### config.mk
export PLATFORM = sky130hd
export DESIGN_NAME = mem_port_arbiter_flat
export DESIGN_NICKNAME = d
export VERILOG_FILES = /design/src/rtl/mem_port_arbiter_if.sv /design/src/rtl/mem_port_arbiter.sv /design/src/flat_wrapper.sv
export SDC_FILE = /design/constraint.sdc
export NUM_CORES = 1
export LEC_CHECK = 0
export CORE_MARGIN = 2
export CORE_UTILIZATION = 27
export DETAILED_ROUTE_END_ITERATION = 6
export PLACE_DENSITY = 0.83
export SYNTH_ARGS = -nofsm -noshare
export SYNTH_HDL_FRONTEND = slang
export SYNTH_SLANG_ARGS = --single-unit
### constraint.sdc
create_clock -name clk -period 1.95 [get_ports clk]
set_input_delay 0.39 -clock clk [delete_from_list [all_inputs] [get_ports clk]]
set_output_delay 0.39 -clock clk [all_outputs]
set_load 0.005 [all_outputs]
### src/rtl/mem_port_arbiter_if.sv
// Handshake bundle between NREQ requesters, the arbiter and the single memory port.
// The arbiter attaches through the slave modport; the requester/memory side uses master.
interface mem_port_arbiter_if #(
    parameter int NREQ = 4,
    parameter int DW   = 32,
    parameter int IDW  = 2
);
    logic [NREQ-1:0]    req_valid;
    logic [NREQ-1:0]    req_ready;
    logic [NREQ*DW-1:0] req_data;
    logic [NREQ-1:0]    req_last;
    logic               mem_valid;
    logic               mem_ready;
    logic [DW-1:0]      mem_data;
    logic               mem_last;
    logic [IDW-1:0]     mem_id;

    modport master (
        output req_valid, req_data, req_last, mem_ready,
        input  req_ready, mem_valid, mem_data, mem_last, mem_id
    );

    modport slave (
        input  req_valid, req_data, req_last, mem_ready,
        output req_ready, mem_valid, mem_data, mem_last, mem_id
    );
endinterface

### src/rtl/mem_port_arbiter.sv
// Round-robin burst-locked arbiter sharing one memory request port between NREQ requesters.
// Optional stalled-burst abort is enabled by defining ARB_BURST_TIMEOUT_EN.
module mem_port_arbiter #(
    parameter int NREQ    = 4,
    parameter int DW      = 32,
    parameter int IDW     = 2,
    parameter int TIMEOUT = 255
) (
    input  logic              clk,
    input  logic              reset_n,
    mem_port_arbiter_if.slave bus,
`ifdef ARB_BURST_TIMEOUT_EN
    output logic              timeout,
`endif
    output logic              busy
);
    typedef enum logic [0:0] {
        IDLE  = 1'b0,
        BURST = 1'b1
    } state_t;

    state_t          state_r;
    logic [IDW-1:0]  gnt_r;
    logic [IDW-1:0]  ptr_r;
    logic            busy_r;
    logic [IDW-1:0]  next_gnt_s;
    logic            active_s;
    logic            gnt_valid_s;
    logic            gnt_last_s;
    logic [DW-1:0]   gnt_data_s;
    logic            handshake_s;

`ifdef ARB_BURST_TIMEOUT_EN
    localparam int CW = $clog2(TIMEOUT + 1);
    logic [CW-1:0]   cnt_r;
    logic            timeout_r;
`endif

    // First valid requester scanning ptr+1, ptr+2, ... modulo NREQ
    function automatic logic [IDW-1:0] next_grant(input logic [IDW-1:0] ptr,
                                                  input logic [NREQ-1:0] valid);
        logic [IDW-1:0] g;
        logic           found;
        int             idx;
        g     = ptr;
        found = 1'b0;
        for (int k = 1; k <= NREQ; k++) begin
            idx = (int'(ptr) + k) % NREQ;
            if (!found && valid[idx]) begin
                g     = IDW'(idx);
                found = 1'b1;
            end else begin
                found = found;
            end
        end
        return g;
    endfunction

    // Combinational beat forwarding from the granted requester
    always_comb begin
        // Gating with reset_n stops beats in the very cycle reset is asserted
        active_s      = (state_r == BURST) && reset_n;
        gnt_valid_s   = bus.req_valid[gnt_r];
        gnt_last_s    = bus.req_last[gnt_r];
        gnt_data_s    = bus.req_data[int'(gnt_r) * DW +: DW];
        next_gnt_s    = next_grant(ptr_r, bus.req_valid);
        bus.req_ready = '0;
        bus.mem_valid = 1'b0;
        bus.mem_data  = '0;
        bus.mem_last  = 1'b0;
        if (active_s) begin
            bus.mem_valid        = gnt_valid_s;
            bus.mem_data         = gnt_data_s;
            bus.mem_last         = gnt_last_s;
            bus.req_ready[gnt_r] = bus.mem_ready;
        end else begin
            bus.req_ready = '0;
        end
        handshake_s = active_s && gnt_valid_s && bus.mem_ready;
    end

    assign bus.mem_id = gnt_r;
    assign busy       = busy_r;
`ifdef ARB_BURST_TIMEOUT_EN
    assign timeout    = timeout_r;
`endif

    // Arbitration FSM: grant in IDLE, hold it through BURST until the last beat
    always_ff @(posedge clk) begin
        if (!reset_n) begin
            state_r   <= IDLE;
            gnt_r     <= '0;
            ptr_r     <= IDW'(NREQ - 1);
            busy_r    <= 1'b0;
`ifdef ARB_BURST_TIMEOUT_EN
            cnt_r     <= '0;
            timeout_r <= 1'b0;
`endif
        end else begin
`ifdef ARB_BURST_TIMEOUT_EN
            timeout_r <= 1'b0;
`endif
            case (state_r)
                IDLE: begin
                    if (|bus.req_valid) begin
                        gnt_r   <= next_gnt_s;
                        state_r <= BURST;
                        busy_r  <= 1'b1;
`ifdef ARB_BURST_TIMEOUT_EN
                        cnt_r   <= '0;
`endif
                    end else begin
                        state_r <= IDLE;
                    end
                end
                BURST: begin
                    if (handshake_s) begin
`ifdef ARB_BURST_TIMEOUT_EN
                        cnt_r <= '0;
`endif
                        if (gnt_last_s) begin
                            state_r <= IDLE;
                            ptr_r   <= gnt_r;
                            busy_r  <= 1'b0;
                        end else begin
                            state_r <= BURST;
                        end
`ifdef ARB_BURST_TIMEOUT_EN
                    end else if (cnt_r == CW'(TIMEOUT)) begin
                        // Stalled too long: drop the grant, last holder goes to lowest priority
                        state_r   <= IDLE;
                        ptr_r     <= gnt_r;
                        busy_r    <= 1'b0;
                        timeout_r <= 1'b1;
                        cnt_r     <= '0;
                    end else begin
                        cnt_r <= cnt_r + CW'(1);
                    end
`else
                    end else begin
                        state_r <= BURST;
                    end
`endif
                end
                default: begin
                    state_r <= IDLE;
                    busy_r  <= 1'b0;
                end
            endcase
        end
    end
endmodule

### src/flat_wrapper.sv
// flat-port wrapper written by rule: the top's interface ports become plain ports
module mem_port_arbiter_flat 
#(
    parameter int NREQ    = 4,
    parameter int DW      = 32,
    parameter int IDW     = 2,
    parameter int TIMEOUT = 255
)
  (clk, reset_n, busy, bus_req_valid, bus_req_data, bus_req_last, bus_mem_ready, bus_req_ready, bus_mem_valid, bus_mem_data, bus_mem_last, bus_mem_id);
  mem_port_arbiter_if #(.NREQ(NREQ), .DW(DW), .IDW(IDW)) bus_i ();
  input  logic clk;
  input  logic reset_n;
  output logic busy;
  input wire logic [$bits(bus_i.req_valid)-1:0] bus_req_valid;
  input wire logic [$bits(bus_i.req_data)-1:0] bus_req_data;
  input wire logic [$bits(bus_i.req_last)-1:0] bus_req_last;
  input wire logic [$bits(bus_i.mem_ready)-1:0] bus_mem_ready;
  output wire logic [$bits(bus_i.req_ready)-1:0] bus_req_ready;
  output wire logic [$bits(bus_i.mem_valid)-1:0] bus_mem_valid;
  output wire logic [$bits(bus_i.mem_data)-1:0] bus_mem_data;
  output wire logic [$bits(bus_i.mem_last)-1:0] bus_mem_last;
  output wire logic [$bits(bus_i.mem_id)-1:0] bus_mem_id;
  assign bus_i.req_valid = bus_req_valid;
  assign bus_i.req_data = bus_req_data;
  assign bus_i.req_last = bus_req_last;
  assign bus_i.mem_ready = bus_mem_ready;
  assign bus_req_ready = bus_i.req_ready;
  assign bus_mem_valid = bus_i.mem_valid;
  assign bus_mem_data = bus_i.mem_data;
  assign bus_mem_last = bus_i.mem_last;
  assign bus_mem_id = bus_i.mem_id;
  mem_port_arbiter #(.NREQ(NREQ), .DW(DW), .IDW(IDW), .TIMEOUT(TIMEOUT)) u_core (.clk(clk), .reset_n(reset_n), .bus(bus_i), .busy(busy));
endmodule
==> impl_metrics.py <==
metrics = {
    "die": {
        "chipWidth_um": 77.6,
        "die_area_um2": 6030,
        "core_um2": 5170,
        "io_pins": 180,
        "start_util": 0.283,
        "die_h_um": 77.6,
        "rows": 26,
    },
    "sta": {
        "relSlewSlack": 0.735,
        "worst_slack_ps": -143,
        "setup_tns_ps": -2490,
        "drv_slew": 0,
        "rsz0062_at_grt": "true",
        "fin_worst_skew_ps": 1.04,
        "finalHoldViolations": 0,
        "period_needed_ps": 2090,
        "setup_viol": 32,
        "period_share": 1.07,
        "worst_pin_slew_ps": 394,
        "fmax_mhz": 478,
    },
    "worst_hold_path": {
        "hold_class": "reg2reg",
        "whs_path_depth": 1,
        "hold_start": "u_core.busy",
        "holdPathEnd": "u_core.busy",
    },
    "outcome": {
        "status": "complete, but fails checks",
        "violations": "negative setup slack",
    },
    "run": {
        "cap_violations": 0,
    },
    "grt": {
        "grt_pass1_vias": 2225,
        "grt_overflow": 0,
        "antenna_found_initial": 0,
        "grt_usage": 0.231,
        "grt_pass1_wl_um": 11100,
        "grt_max_degree": 31,
    },
    "synthesis": {
        "synth.distinct_cells": 28,
        "async_flop_share": 0,
        "syn_inst": 126,
        "yosysTopAreaCell": "mux4_2",
        "syn_area_per_cell_um2": 11.6,
        "synth_flop_cell": "dfxtp_1",
        "ys_seq_elements": 6,
        "synthTopCellsByArea": "mux4_2 (40%), and3_1 (16%), mux4_1 (14%), dfxtp_1 (8.2%), buf_12 (4.1%)",
        "synth_top_cell_area_share": 0.400,
        "yosysSeqAreaShare": 0.0821,
        "synth_edf_count": 0,
        "syn_area_um2": 1460,
        "syn_nets": 265,
        "yosysWarnings": 0,
    },
    "power": {
        "peakVddDrop_v": 0.000328,
        "leakage_nw": 1.56,
        "power_mw": 1.19,
        "power_density_nw_per_um2": 325,
    },
    "worst_setup_path": {
        "worstSetupPathType": "reg2out",
        "reg2reg_slack_ps": 80,
        "r2r_cells": 8,
        "crit_chain": "buf_12, buf_12, buf_6, mux4_2, and3_4, buf_6",
        "crit_family": "multiplexers",
        "cpPeakStageDelay_ps": 490,
        "critPathLaunchType": "register",
        "cp-end-kind": "output port",
        "r2r-start": "u_core.bus.mem_id[0]",
        "cp_slowest_cell": "mux4_2",
        "cp.arrival_ps": 1700,
        "worst-path-buf-inv": 4,
        "reg2reg_to": "u_core.ptr_r[1]",
        "worstPathMaxFanout": 8,
        "cp.required_ps": 1560,
    },
    "clocking": {
        "cts_sinks": 6,
        "clk_latency_ps": 230,
        "cts_tree": "built",
        "ctsHoldBuffers": 0,
        "htreeDepth": 1,
        "cts_buffers": 3,
        "path_clk_slew_ps": 40,
        "clock_path_buffers": 2,
        "cts_root_buf": "clkbuf_8",
    },
    "drt": {
        "vias_per_cell": 5.05,
        "num_vias": 2027,
        "ant_nets": 0,
        "routed_wl_um": 7100,
        "drt_iter0_markers": 51,
        "remaining_drc_errors": 0,
        "wl_per_cell_um": 17.7,
        "firstDrtPassIters": 4,
    },
    "layout": {
        "fillers": 375,
        "multi_input_area_um2": 1270,
        "antenna_cells": 0,
        "area_growth_pct": 151,
        "regArea_um2": 125,
        "nNetsFinal": 472,
        "drive_gt1_frac": 0.384,
    },
    "place": {
        "gp_congestion": 0.788,
        "dp_slack_ps": -474,
        "io_buffers": 179,
    },
}
==> what timing repair did <==
action | CTS | global route
pin swaps | 30 | 0
resized for setup | 174 | 19
buffers inserted | 18 | 5
gates cloned | 2 | 0
endpoints found under the setup margin | 38 | 36
==> logic make-up (layout without fill, tap and decap cells) <==
group,Yosys count,after routing,synth area share
simple gates,56,56,0.230
mux,36,36,0.557
buf+inv,19,224,0.0906
compound gates,9,9,0.0402
flops,6,6,0.0821
==> metrics by stage <==
| step | hold slack (ps) | instances | cell area (um^2) | utilization |
|---|---|---|---|---|
| floorplan | 473 | 126 | 1460 | - |
| global placement | 492 | 378 | 3450 | 0.666 |
| detailed placement | 488 | 378 | 3450 | 0.666 |
| CTS | 500 | 399 | 3640 | 0.705 |
| global route | 542 | 401 | 3670 | 0.710 |
| finish | 504 | 401 | 3670 | 0.710 |
==> per-layer routing <==
metal / up-vias / track usage / wire length (um)
li1: 935 / - / -
met1: 961 / 0.267 / 2600
met2: 114 / 0.422 / 3760
met3: 17 / 0.0488 / 542
met4: 0 / 0.0714 / 199
met5: - / 0 / 0
==> sequential cells by signal, indices dropped and copies added, names as in the netlist <==
signal,flops
u_core.bus.mem_id,2
u_core.busy,1
u_core.ptr_r,2
u_core.state_r,1
==> cell type report <==
class | instances | share of cell area
repair buffers | 219 | 0.584
inverters | 2 | 0.00204
multi-input cells | 101 | 0.345
well taps | 70 | 0.0239
flip-flops and latches | 6 | 0.0341
clock buffers | 3 | 0.0112
==> worst register-to-register path: stages (launching register included) <==
cell and delay [ps]:
dfxtp_4 360, buf_6 140, mux4_2 510, buf_4 140
buf_4 120, buf_4 130, nand3_4 100, mux2i_1 180
nand2_1 70
==> synthesized netlist by cell type (2+ instances only) <==
| cell type | count |
|---|---|
| and3_1 | 37 |
| mux4_2 | 26 |
| clkbuf_1 | 8 |
| mux4_1 | 8 |
| dfxtp_1 | 6 |
| buf_2 | 4 |
| nand2b_1 | 4 |
| nor2_1 | 4 |
| a21oi_1 | 3 |
| buf_12 | 3 |
| nand2_1 | 3 |
| inv_1 | 2 |
| mux2i_1 | 2 |
| o21ai_0 | 2 |
==> how the worst max path moves through the flow <==
stage	from	to	cells after the start
after global placement	bus_req_valid[1]	bus_mem_valid	4
after floorplan	u_core.bus.mem_id[0]	bus_mem_data[10]	5
after global routing	u_core.bus.mem_id[0]	bus_mem_data[23]	6
final	u_core.bus.mem_id[0]	bus_mem_data[23]	6
after CTS	u_core.bus.mem_id[0]	bus_mem_valid	4
after detailed placement	bus_req_valid[1]	bus_mem_valid	4
==> layout by cell type, fill, tap and decap left out, types with 2 or more instances in the layout <==
cell / count
dfxtp_1: 4
buf_2: 17
dlymetal6s2s_1: 3
o21ai_0: 2
nor2_1: 4
clkdlybuf4s50_1: 135
buf_6: 26
dlygate4sd2_1: 7
clkbuf_8: 3
clkbuf_2: 2
a21oi_1: 3
mux2i_1: 2
nand2_1: 3
and3_4: 15
buf_4: 20
nand2b_1: 4
buf_12: 6
and3_1: 22
clkdlybuf4s15_1: 2
mux4_2: 33
inv_1: 2
==> power breakdown <==
part / leakage, nW / switching, mW / total, mW / internal (mW)
combinational: 1.49 / 0.238 / 0.852 / 0.614
clock: 0.0216 / 0.0653 / 0.199 / 0.134
sequential: 0.0506 / 0.0106 / 0.143 / 0.132
No activity file was read; power rests on OpenSTA's default activity.
